$ cat src/rtl/gpu_cmd_scheduler.sv
// rtl/gpu_cmd_scheduler.sv - two-requester GPU command arbiter with FIFO and submit FSM
module gpu_cmd_scheduler #(
  parameter int DEPTH = 4,
  parameter int AW    = 2
) (
  input  logic          clk,
  input  logic          rst,
  input  logic [15:0]   cpu_cmd,
  input  logic          cpu_valid,
  output logic          cpu_ready,
  input  logic [15:0]   sys_cmd,
  input  logic          sys_valid,
  output logic          sys_ready,
  output logic [15:0]   gpu_cmd,
  output logic          gpu_cmd_submitted,
  input  logic          gpu_ready,
  output logic          sched_idle,
  output logic [AW:0]   fifo_count
);

  typedef enum logic [1:0] {
    S_IDLE   = 2'd0,
    S_ACCEPT = 2'd1,
    S_BUSY   = 2'd2
  } state_t;

  localparam logic [AW:0] FULL_COUNT = (AW+1)'(DEPTH);

  state_t        state;
  state_t        state_next;
  logic [15:0]   mem [DEPTH];
  logic [AW-1:0] wr_ptr;
  logic [AW-1:0] rd_ptr;
  logic          rr_last;     // 1: sys was granted last, 0: cpu was granted last
  logic          fifo_empty;
  logic          fifo_full;
  logic          issue;
  logic          push;
  logic [15:0]   push_data;

  assign fifo_empty = (fifo_count == '0);
  assign fifo_full  = (fifo_count == FULL_COUNT);
  assign push       = sys_ready | cpu_ready;
  assign push_data  = sys_ready ? sys_cmd : cpu_cmd;
  assign sched_idle = fifo_empty && (state == S_IDLE);

  // Round-robin grant; a pop in the same cycle frees a slot for a full FIFO
  always_comb begin
    sys_ready = 1'b0;
    cpu_ready = 1'b0;
    if (!fifo_full || issue) begin
      if (sys_valid && (!cpu_valid || !rr_last)) begin
        sys_ready = 1'b1;
      end else if (cpu_valid) begin
        cpu_ready = 1'b1;
      end
    end
  end

  // Remember which requester won the most recent actual grant
  always_ff @(posedge clk) begin
    if (rst) begin
      rr_last <= 1'b0;
    end else if (sys_ready) begin
      rr_last <= 1'b1;
    end else if (cpu_ready) begin
      rr_last <= 1'b0;
    end
  end

  // FIFO pointers and occupancy
  always_ff @(posedge clk) begin
    if (rst) begin
      wr_ptr     <= '0;
      rd_ptr     <= '0;
      fifo_count <= '0;
    end else begin
      if (push) begin
        wr_ptr <= wr_ptr + 1'b1;
      end
      if (issue) begin
        rd_ptr <= rd_ptr + 1'b1;
      end
      if (push && !issue) begin
        fifo_count <= fifo_count + 1'b1;
      end else if (!push && issue) begin
        fifo_count <= fifo_count - 1'b1;
      end
    end
  end

  // FIFO storage; contents need no reset because occupancy gates every read
  always_ff @(posedge clk) begin
    if (push) begin
      mem[wr_ptr] <= push_data;
    end
  end

  // FSM state register
  always_ff @(posedge clk) begin
    if (rst) begin
      state <= S_IDLE;
    end else begin
      state <= state_next;
    end
  end

  // FSM next state: issue from idle, wait for GPU to take it, wait for GPU to finish
  always_comb begin
    state_next = state;
    issue      = 1'b0;
    case (state)
      S_IDLE: begin
        if (!fifo_empty && gpu_ready) begin
          issue      = 1'b1;
          state_next = S_ACCEPT;
        end
      end
      S_ACCEPT: begin
        if (!gpu_ready) begin
          state_next = S_BUSY;
        end
      end
      S_BUSY: begin
        if (gpu_ready) begin
          state_next = S_IDLE;
        end
      end
      default: begin
        state_next = S_IDLE;
      end
    endcase
  end

  // Registered GPU command and one-cycle submit pulse
  always_ff @(posedge clk) begin
    if (rst) begin
      gpu_cmd           <= 16'h0000;
      gpu_cmd_submitted <= 1'b0;
    end else begin
      gpu_cmd_submitted <= issue;
      if (issue) begin
        gpu_cmd <= mem[rd_ptr];
      end
    end
  end

endmodule

$ cat config.mk
export PLATFORM = sky130hd
export DESIGN_NAME = gpu_cmd_scheduler
export DESIGN_NICKNAME = d
export VERILOG_FILES = /design/src/rtl/gpu_cmd_scheduler.sv
export SDC_FILE = /design/constraint.sdc
export NUM_CORES = 1
export LEC_CHECK = 0
export ABC_AREA = 0
export ABC_CLOCK_PERIOD_IN_PS = 2870
export BUFFER_PORTS_ARGS = -buffer_cell sky130_fd_sc_hd__buf_2
export CAP_MARGIN = 30
export CORE_MARGIN = 5
export CORE_UTILIZATION = 55
export DETAILED_ROUTE_END_ITERATION = 8
export PLACE_DENSITY = 0.84
export SYNTH_ARGS = -nofsm -noshare
export SYNTH_HDL_FRONTEND = slang
export SYNTH_SLANG_ARGS = --single-unit
$ cat constraint.sdc
create_clock -name clk -period 2.87 [get_ports clk]
set_input_delay 0.574 -clock clk [delete_from_list [all_inputs] [get_ports clk]]
set_output_delay 0.574 -clock clk [all_outputs]
set_load 0.02 [all_outputs]
After elaboration in Yosys (flattened, before gate mapping)
Memories as Yosys holds them, arrays and structs flattened. A register that Yosys moved wholly into a read port is not among the register bits.
Index checks and enable logic that the tools add are counted.
- add/subtract/negate cells: 4
- $mul: 0
- div/mod/pow operators: 0
- $lt $le $gt $ge: 0
- equality and inequality tests: 6
- shifts and indexed selects: 0
- mux-type cells: 18
- bitwise gates (word level): 1
- reductions and logical operators: 18
- operators by type and width (operator ; count):
    $mux W16 ; 1
    $mux W1 ; 11
    $logic_not A1 Y1 ; 6
    $mux W2 ; 3
    $mux W3 ; 2
    $pmux W2 S3 ; 1
    $logic_and A1 B1 Y1 ; 5
    $add A2 B1 Y2 const B ; 2
    $ne A2 B2 Y1 const B ; 2
    $reduce_bool A2 Y1 ; 2
    $add A3 B1 Y3 const B ; 1
    $eq A3 B3 Y1 const B ; 1
    $logic_not A3 Y1 ; 1
    $reduce_and A3 Y1 ; 1
    $sub A3 B1 Y3 const B ; 1
    $eq A2 B1 Y1 const B ; 1
    $eq A2 B2 Y1 const B ; 1
    $logic_not A2 Y1 ; 1
    $logic_or A1 B1 Y1 ; 2
    $ne A2 B1 Y1 const B ; 1
    $or A1 B1 Y1 ; 1
- flip-flop bits (word level): 11
- bits in latches: 0
- RAM bits: 64
- bits in read-only memories: 0
- bits of input ports: 37
- output and inout port bits: 23
- logic and storage cells: 54
- memories: 1
- memories (memory ; depth ; bits a word ; read ports ; clocked after Yosys merged registers in ; write ports ; line ; text):
    mem ; 4 ; 16 ; 1 ; 1 ; 1 ; 31 ; logic [15:0] mem [DEPTH];

Longest topological paths before layout
Gate-level depths: netlist (run 1).
- depth in word-level cells: 12
- depth in mapped cells: 9
- mapped depth without buffers: 8

Least setup slack after synthesis (run 1)
No wires, ideal clock.
- path kind: input port to flip-flop
- start point: in gpu_ready
- end point: reg fifo_count[2]
- setup time: 0.070 ns
- arrival time: 2.474 ns
- path slack: 0.326 ns
- cell stages on the path: 8
- path buffers: 0
- cells stage by stage: or3b_4 a31oi_2 ha_1 inv_1 fa_1 xor2_1 or3_1 a21oi_1
- word-level cells in the longest chain between the ends: 9
- elaborated cells on any way between the ends: 13
- RTL lines (item ; line ; text):
    start: declaration ; 16 ; input logic gpu_ready,
    $logic_and A1 B1 Y1 (*) ; 114 ; if (!fifo_empty && gpu_ready) begin
    $mux W1 (*) ; 114 ;
    $mux W1 (*) ; 112 ; case (state)
    $logic_or A1 B1 Y1 (*) ; 51 ; if (!fifo_full || issue) begin
    $mux W1 ; 51 ;
    $or A1 B1 Y1 (*) ; 43 ; assign push = sys_ready | cpu_ready;
    named net push ; 38 ; logic push;
    $logic_not A1 Y1 ; 86 ; end else if (!push && issue) begin
    $logic_and A1 B1 Y1 ; 86 ;
    $reduce_bool A2 Y1 (no line) ; n/a ;
    end signal: assignment ; 85 ; fifo_count <= fifo_count + 1'b1;
    end signal: assignment ; 87 ; fifo_count <= fifo_count - 1'b1;
    end: declaration ; 18 ; output logic [AW:0] fifo_count
The timed path passes the listed nets; every way through them passes the cells marked *.
A chain may end at the register's enable or synchronous reset.

Worst setup path in the final report (run 1)
- start point: reg state[1]
- end point: out sys_ready
- word-level cells in the longest chain between the ends: 4
- RTL lines (item ; line ; text):
    start: declaration ; 29 ; state_t state;
    start signal: assignment ; 104 ; state <= state_next;
    $logic_not A2 Y1 ; 112 ;
    $mux W1 ; 112 ;
    $logic_or A1 B1 Y1 ; 51 ;
    $mux W1 ; 51 ;
    end: declaration ; 13 ; output logic sys_ready,
Every way passes these cells.

==> impl_metrics.py, run 1 <==
metrics = {
    "power": {
        "vdd_ir_drop_max_v": 0.000408,
        "p_per_area_mw_per_mm2": 885,
        "leakage_nw": 1.67,
    },
    "sta": {
        "worst-slew-pin-transition_ns": 0.879,
        "slew_headroom": 0.413,
        "setup_viol": 0,
        "drv_slew": 0,
        "hold_viol": 0,
        "post-route-period-util": 0.874,
        "fin_setup_tns_ns": 0,
        "clock.fmax_mhz": 399,
        "skew_ns": 0.0135,
        "fin_ws_ns": 0.363,
        "rsz0062_at_grt": "false",
        "timing.final.crit_period_ns": 2.51,
    },
    "routing": {
        "wl_um": 6980,
        "drtPass1Iterations": 4,
        "route.detailed.drc": 0,
        "wl_per_cell_um": 17.6,
        "drtAntennaViolNets": 0,
        "vias": 2263,
        "viasPerCell": 5.70,
        "drt_iter0_drc": 110,
    },
    "grt": {
        "grt_pass1_wl_um": 11700,
        "grt_pass1_vias": 2327,
        "grtUsageTotal": 0.178,
        "antenna_found_initial": 0,
        "grt_overflow": 0,
        "grt_max_degree": 31,
    },
    "cts": {
        "ctsHoldBuffers": 0,
        "cts_buffers": 9,
        "cts_max_level": 3,
        "clk-insertion-delay-late_ns": 0.36,
        "post_cts_resized": 0,
        "root_buffer": "clkbuf_8",
        "postCtsSetupRepairBufs": 0,
        "clkTransAtPathRegs_ns": 0.08,
        "cts.sinks": 91,
        "clk_path_buf_depth": 2,
        "cts_tree": "yes",
    },
    "setup_path": {
        "critical_path.max_stage_delay_ns": 0.42,
        "crit_path_end_kind": "output pin",
        "cp_cell_sequence": "or3b_4 > buf_4 > a31o_1 > inv_1 > buf_2",
        "crit_path_start_kind": "register",
        "cp_max_fo": 21,
        "crit_family": "buffers and inverters",
        "crit_arrival_ns": 1.93,
        "path_class": "reg2out",
        "crit_required_ns": 2.30,
        "critPathBufInv": 3,
        "critPathSlowestCell": "or3b_4",
    },
    "placement": {
        "place_congestion": 0.830,
        "place_ws_ns": 0.286,
        "port_buffers": 59,
        "hpwlAfterDp_um": 4760,
    },
    "die": {
        "start_util": 0.560,
        "pin_count": 60,
        "rows": 30,
        "die_w_um": 92.7,
        "dieArea_sq_mm": 0.00860,
        "die_y_um": 92.7,
        "core_sq_mm": 0.00672,
    },
    "logic_synthesis": {
        "synth_top_area_frac": 0.510,
        "synth_top_cells_by_count": "64 x edfxtp_1, 27 x dfxtp_1, 19 x a21oi_1, 18 x nand3_1, 18 x o21ai_0",
        "syn-num-nets": 287,
        "synth-seq-cells": 91,
        "yosys_most_used_dff": "edfxtp_1",
        "ys_top_cells_by_area": "edfxtp_1 51%, dfxtp_1 14%, mux4_2 9.6%",
        "ys_types": 34,
        "synth_area_leader_cell": "edfxtp_1",
        "yosysWarningCount": 0,
        "yosysMostFrequentCell": "edfxtp_1",
        "synth_edf_count": 64,
        "synth_seq_area_share": 0.654,
        "ys_async_sr_fraction": 0,
        "syn_avg_cell_area_sq_um": 15.4,
        "synth_area_sq_mm": 0.00376,
        "syn_inst": 244,
    },
    "cells_and_area": {
        "diodes": 0,
        "final_core_util": 0.653,
        "area_delta_synth_final_pct": 16.6,
        "multiInputGateArea_sq_mm": 0.00120,
        "n_fill_cell": 483,
        "seqCellArea_sq_mm": 0.00246,
        "num-nets-final": 355,
        "drive_above_1_share": 0.394,
    },
    "status": {
        "status": "finished, final reports clean",
    },
    "worst_hold_path": {
        "hold_class": "in2reg",
    },
    "flow_run": {
        "maxCapViolations": 0,
    },
}
-- state kept, by name (all words and copies together), names as in the netlist --
register,cells
wr_ptr,2
rd_ptr,2
state,2
gpu_cmd_submitted,1
fifo_count,3
rr_last,1
mem,64
gpu_cmd,16
-- cell families after synthesis --
kind of cell | count (synthesis) | share of synthesized area
multiplexers | 36 | 0.164
AND/OR/NAND/NOR | 45 | 0.0651
AO/OA/AOI/OAI | 42 | 0.0621
flip-flops | 91 | 0.654
XOR/XNOR | 3 | 0.00698
buffers and inverters | 21 | 0.0259
adder cells (fa/ha/maj) | 6 | 0.0219
-- layout by cell type, fill, tap and decap left out, drive strengths merged, types with 3 or more instances in the layout --
cell type	synthesis	routed
buf	6	72
edfxtp	64	64
dfxtp	27	27
a21oi	19	19
nand3	18	18
o21ai	18	18
mux2	18	18
mux4	16	16
clkbuf	9	12
nor2	8	8
inv	6	7
and2	5	5
ha	5	5
or3	3	3
nor3	3	3
-- metal layers --
metal  global-route usage  vias up  share of wire
li1                     -     1064              -
met3               0.0382       11          0.057
met4               0.0733        0          0.019
met5                    0        -              0
met1                0.232     1125           0.42
met2                0.291       63           0.50
-- worst reg2reg max path, stage by stage, from the launching register on --
cell,delay (ns)
dfxtp_1,0.36
or3b_4,0.42
a31oi_2,0.21
ha_1,0.21
inv_1,0.06
fa_1,0.37
xor2_1,0.19
or3_1,0.31
a21oi_1,0.16
-- path summary, 6_finish.rpt --
check             slack, ns  startpoint  cells after the start       endpoint
setup / recovery       0.36    state[1]                      5      sys_ready
hold / removal         0.41   gpu_ready                      2       state[1]
setup reg to reg       0.52    state[1]                      8  fifo_count[2]
hold reg to reg        0.48  gpu_cmd[3]                      2     gpu_cmd[3]
-- cell type report --
cell class              count  area share
multi-input cells         132       0.275
clock inverters             4      0.0111
inverters                   6     0.00513
well taps                  80      0.0228
repair buffers             72      0.0895
clock buffers              12      0.0356
flip-flops and latches     91       0.561
-- report_power, final --
part	internal (mW)	switching (mW)
sequential	1.71	0.124
clock	0.455	0.425
combinational	0.507	0.662
-- per-stage QoR --
step | total power [mW] | hold slack, ns | cells | instance area, sq um
after floorplan | 2.66 | 0.456 | 244 | 3760
after global placement | 3.00 | 0.464 | 381 | 4180
after detailed placement | 3.05 | 0.468 | 381 | 4180
after CTS | 3.92 | 0.397 | 397 | 4390
after global routing | 4.12 | 0.406 | 397 | 4390
final | 3.88 | 0.413 | 397 | 4390
Power figures use the tool's default switching activity.
==> run 2: changes to the inputs <==
- RECOVER_POWER: not set -> 100
==> impl_metrics.py, run 2 (same netlist as run 1, synthesis figures left out) <==
metrics = {
    "grt": {
        "use_met2": 0.291,
        "grt_pass1_wl_um": 11700,
        "grtUsageTotal": 0.178,
        "antenna_found_initial": 0,
        "grt_pass1_vias": 2327,
        "grt_util_met3": 0.0382,
        "grt_max_degree": 31,
        "grt.busiest_layer": "met2",
        "use_met1": 0.232,
        "grt_overflow": 0,
    },
    "sta": {
        "fin_ws_ns": 0.288,
        "drv_slew": 0,
        "post-route-period-util": 0.900,
        "rsz0062_at_grt": "false",
        "skew_ns": 0.0141,
        "clock.fmax_mhz": 387,
        "setup_viol": 0,
        "fin_setup_tns_ns": 0,
        "worst-slew-pin-transition_ns": 1.28,
        "timing.final.crit_period_ns": 2.58,
        "hold_viol": 0,
        "slew_headroom": 0.144,
    },
    "cts": {
        "ctsHoldBuffers": 0,
        "cts_tree": "yes",
        "postCtsSetupRepairBufs": 0,
        "cts_max_level": 3,
        "clk-insertion-delay-late_ns": 0.36,
        "cts_buffers": 9,
        "cts.sinks": 91,
        "post_cts_resized": 0,
        "clk_path_buf_depth": 2,
        "root_buffer": "clkbuf_8",
        "clkTransAtPathRegs_ns": 0.08,
    },
    "routing": {
        "vias": 2269,
        "drt_iter0_drc": 85,
        "drtPass1Iterations": 4,
        "drtAntennaViolNets": 0,
        "wl_um": 7080,
        "viasPerCell": 5.72,
        "route.detailed.drc": 0,
        "wl_per_cell_um": 17.8,
    },
    "placement": {
        "port_buffers": 59,
        "place_congestion": 0.830,
        "hpwlAfterDp_um": 4760,
        "place_ws_ns": 0.286,
    },
    "setup_path": {
        "rrSetupSlack_ns": 0.45,
        "critical_path.max_stage_delay_ns": 0.41,
        "crit_path_end_kind": "output pin",
        "reg2regPathDepth": 8,
        "crit_arrival_ns": 2.01,
        "crit_family": "buffers and inverters",
        "cp_max_fo": 21,
        "endpoint": "sys_ready",
        "worstReg2RegStart": "state[1]",
        "rr_endpoint": "fifo_count[2]",
        "crit_required_ns": 2.30,
        "cp_cell_sequence": "or3b_1 > buf_4 > a31o_1 > inv_1 > clkbuf_1",
        "path_depth": 5,
        "crit_start": "state[1]",
        "critPathBufInv": 3,
        "path_class": "reg2out",
        "crit_path_start_kind": "register",
        "critPathSlowestCell": "or3b_1",
    },
    "die": {
        "core_sq_mm": 0.00672,
        "dieArea_sq_mm": 0.00860,
        "die_y_um": 92.7,
        "die_w_um": 92.7,
        "start_util": 0.560,
        "pin_count": 60,
        "rows": 30,
    },
    "power": {
        "p_per_area_mw_per_mm2": 890,
        "p_total_mw": 3.82,
        "vdd_ir_drop_max_v": 0.000396,
        "leakage_nw": 1.51,
    },
    "status": {
        "status": "finished, final reports clean",
    },
    "cells_and_area": {
        "final_core_util": 0.638,
        "top_regs": "mem: 64 flops, gpu_cmd: 16 flops, fifo_count: 3 flops",
        "drive_above_1_share": 0.246,
        "diodes": 0,
        "area_delta_synth_final_pct": 13.9,
        "num-nets-final": 355,
        "largest_reg_flops": 64,
        "top_register": "mem",
        "final_cell_mix": "64 x edfxtp_1, 35 x buf_2, 31 x clkbuf_1, 27 x dfxtp_1, 19 x a21oi_1",
        "final_common_cell": "edfxtp_1",
    },
    "flow_run": {
        "maxCapViolations": 0,
    },
    "worst_hold_path": {
        "hold_class": "in2reg",
    },
}
## run 2: cell count changes in the layout (fill, tap and decap cells not counted), moves of 7 or more
cell      before  now
buf_2         59   35
mux2_4         9    0
clkbuf_1       2   31
mux2_1         0   16
mux2_2         9    2
buf_4         13    5
## run 2: where the power goes
part           switching [mW]  leakage, nW  total (mW)  internal (mW)
registers               0.126        0.814        1.84           1.71
logic                   0.664        0.592        1.10          0.437
clock network           0.422        0.102       0.878          0.455
total                    1.21         1.51        3.82           2.60
## run 2: how the worst min path moves through the flow
stage	from	end	depth (start not counted)
final	gpu_ready	state[1]	2
after global routing	gpu_ready	state[1]	2
after CTS	gpu_ready	state[1]	2
after detailed placement	gpu_cmd[3]	gpu_cmd[3]	2
after global placement	gpu_cmd[6]	gpu_cmd[6]	2
after floorplan	rr_last	rr_last	2
## run 2: metrics by stage
stage / std cells / cell area [sq um] / hold slack (ns)
floorplan: 244 / 3760 / 0.456
global placement: 381 / 4180 / 0.464
detailed placement: 381 / 4180 / 0.468
CTS: 397 / 4390 / 0.397
global route: 397 / 4290 / 0.404
finish: 397 / 4290 / 0.413
## run 2: cell type report
class	count	area, sq um
sequential	91	2460
fill	520	2430
multi-input combinational	132	1160
timing repair buffer	72	337
clock buffer	12	156
tap	80	100
clock inverter	4	48.8
inverter	6	22.5
## run 2: metal layers
layer,vias to the layer above,part of all wire,routed length [um]
li1,1067,-,-
met1,1131,0.45,3160
met2,60,0.49,3480
met3,11,0.044,311
met4,0,0.018,130
met5,-,0,0
==> run 3: changes to the inputs <==
- ABC_CLOCK_PERIOD_IN_PS: 2870 -> 2670
- clock period: 2.87 -> 2.67 ns (I/O delays scaled with it)
==> impl_metrics.py, run 3 (same netlist as run 1, synthesis figures left out) <==
metrics = {
    "sta": {
        "fin_setup_tns_ns": 0,
        "clock.fmax_mhz": 401,
        "fin_ws_ns": 0.175,
        "skew_ns": 0.00734,
        "worst-slew-pin-transition_ns": 1.28,
        "timing.final.crit_period_ns": 2.49,
        "rsz0062_at_grt": "false",
        "post-route-period-util": 0.934,
        "hold_viol": 0,
        "setup_viol": 0,
        "drv_slew": 0,
        "slew_headroom": 0.146,
    },
    "setup_path": {
        "crit_family": "buffers and inverters",
        "crit_path_start_kind": "register",
        "rrSetupSlack_ns": 0.27,
        "critPathSlowestCell": "or3b_1",
        "crit_required_ns": 2.14,
        "reg2regPathDepth": 8,
        "path_class": "reg2out",
        "rr_endpoint": "fifo_count[2]",
        "critical_path.max_stage_delay_ns": 0.42,
        "cp_max_fo": 21,
        "critPathBufInv": 3,
        "worstReg2RegStart": "state[1]",
        "cp_cell_sequence": "or3b_1 > buf_4 > a31o_1 > inv_1 > clkbuf_2",
        "crit_arrival_ns": 1.96,
        "crit_path_end_kind": "output pin",
    },
    "die": {
        "die_y_um": 92.7,
        "pin_count": 60,
        "core_sq_mm": 0.00672,
        "rows": 30,
        "die_w_um": 92.7,
        "dieArea_sq_mm": 0.00860,
        "start_util": 0.560,
    },
    "cts": {
        "cts_max_level": 3,
        "root_buffer": "clkbuf_8",
        "postCtsSetupRepairBufs": 0,
        "cts_tree": "yes",
        "clkTransAtPathRegs_ns": 0.08,
        "clk-insertion-delay-late_ns": 0.35,
        "ctsHoldBuffers": 0,
        "clk_path_buf_depth": 2,
        "post_cts_resized": 0,
        "cts.sinks": 91,
        "cts_buffers": 9,
    },
    "worst_hold_path": {
        "holdPathEnd": "state[1]",
        "hold_depth": 2,
        "hold_class": "in2reg",
        "min_from": "gpu_ready",
    },
    "routing": {
        "drtAntennaViolNets": 0,
        "drt_iter0_drc": 154,
        "route.detailed.drc": 0,
        "viasPerCell": 5.73,
        "vias": 2293,
        "wl_per_cell_um": 18.2,
        "wl_um": 7270,
        "drtPass1Iterations": 4,
    },
    "grt": {
        "grt_max_degree": 31,
        "grt.busiest_layer": "met2",
        "grt_pass1_wl_um": 11700,
        "grtUsageTotal": 0.179,
        "use_met2": 0.297,
        "grt_overflow": 0,
        "use_met1": 0.234,
        "grt_pass1_vias": 2345,
        "antenna_found_initial": 0,
        "grt_util_met3": 0.0268,
    },
    "power": {
        "leakage_nw": 1.51,
        "p_per_area_mw_per_mm2": 964,
        "p_total_mw": 4.15,
        "vdd_ir_drop_max_v": 0.000420,
    },
    "cells_and_area": {
        "final_common_cell": "edfxtp_1",
        "largest_reg_flops": 64,
        "diodes": 0,
        "final_cell_mix": "64 x edfxtp_1, 36 x buf_2, 35 x clkbuf_1, 27 x dfxtp_1, 19 x a21oi_1",
        "top_register": "mem",
        "final_core_util": 0.641,
        "area_delta_synth_final_pct": 14.4,
        "top_regs": "mem: 64 flops, gpu_cmd: 16 flops, fifo_count: 3 flops",
        "drive_above_1_share": 0.241,
        "num-nets-final": 358,
    },
    "placement": {
        "port_buffers": 59,
        "place_ws_ns": 0.109,
        "place_congestion": 0.829,
        "hpwlAfterDp_um": 4840,
    },
    "flow_run": {
        "maxCapViolations": 0,
    },
    "status": {
        "status": "finished, final reports clean",
    },
}
-- run 3: cell types whose count changed in the layout (fill, tap and decap cells not counted), sizes merged --
cell	before	now
clkinvlp	1	2
clkinv	1	0
clkbuf	44	48
inv	7	6
-- run 3: worst max-delay path by stage --
stage / startpoint / endpoint / slack [ns] / cells after the start
after floorplan: gpu_ready / fifo_count[2] / 0.17 / 8
after global placement: gpu_ready / fifo_count[2] / 0.17 / 9
after detailed placement: gpu_ready / fifo_count[2] / 0.11 / 9
after CTS: state[1] / sys_ready / 0.14 / 5
after global routing: state[1] / sys_ready / 0.07 / 5
final: state[1] / sys_ready / 0.18 / 5
-- run 3: per-layer routing --
layer | share of wire | wire [um]
met5 | 0 | 0
met2 | 0.50 | 3650
met4 | 0.014 | 102
met3 | 0.060 | 434
met1 | 0.42 | 3080
-- run 3: cell type report --
class | count | area, sq um
clock buffers | 13 | 170
clock inverters | 3 | 45.0
fillers | 493 | 2410
inverters | 6 | 22.5
multi-input cells | 132 | 1160
flip-flops and latches | 91 | 2460
well taps | 80 | 100
repair buffers | 75 | 344
-- run 3: report_power, final --
group | leakage [nW] | switching (mW) | total [mW] | internal [mW]
Sequential | 0.814 | 0.138 | 1.98 | 1.84
Clock | 0.101 | 0.461 | 0.977 | 0.516
Combinational | 0.591 | 0.729 | 1.20 | 0.469
-- run 3: metrics by stage --
stage	instances	area (sq um)	hold slack, ns
finish	400	4310	0.373
global route	400	4310	0.388
CTS	400	4430	0.358
detailed placement	384	4220	0.465
global placement	384	4220	0.460
floorplan	244	3760	0.456
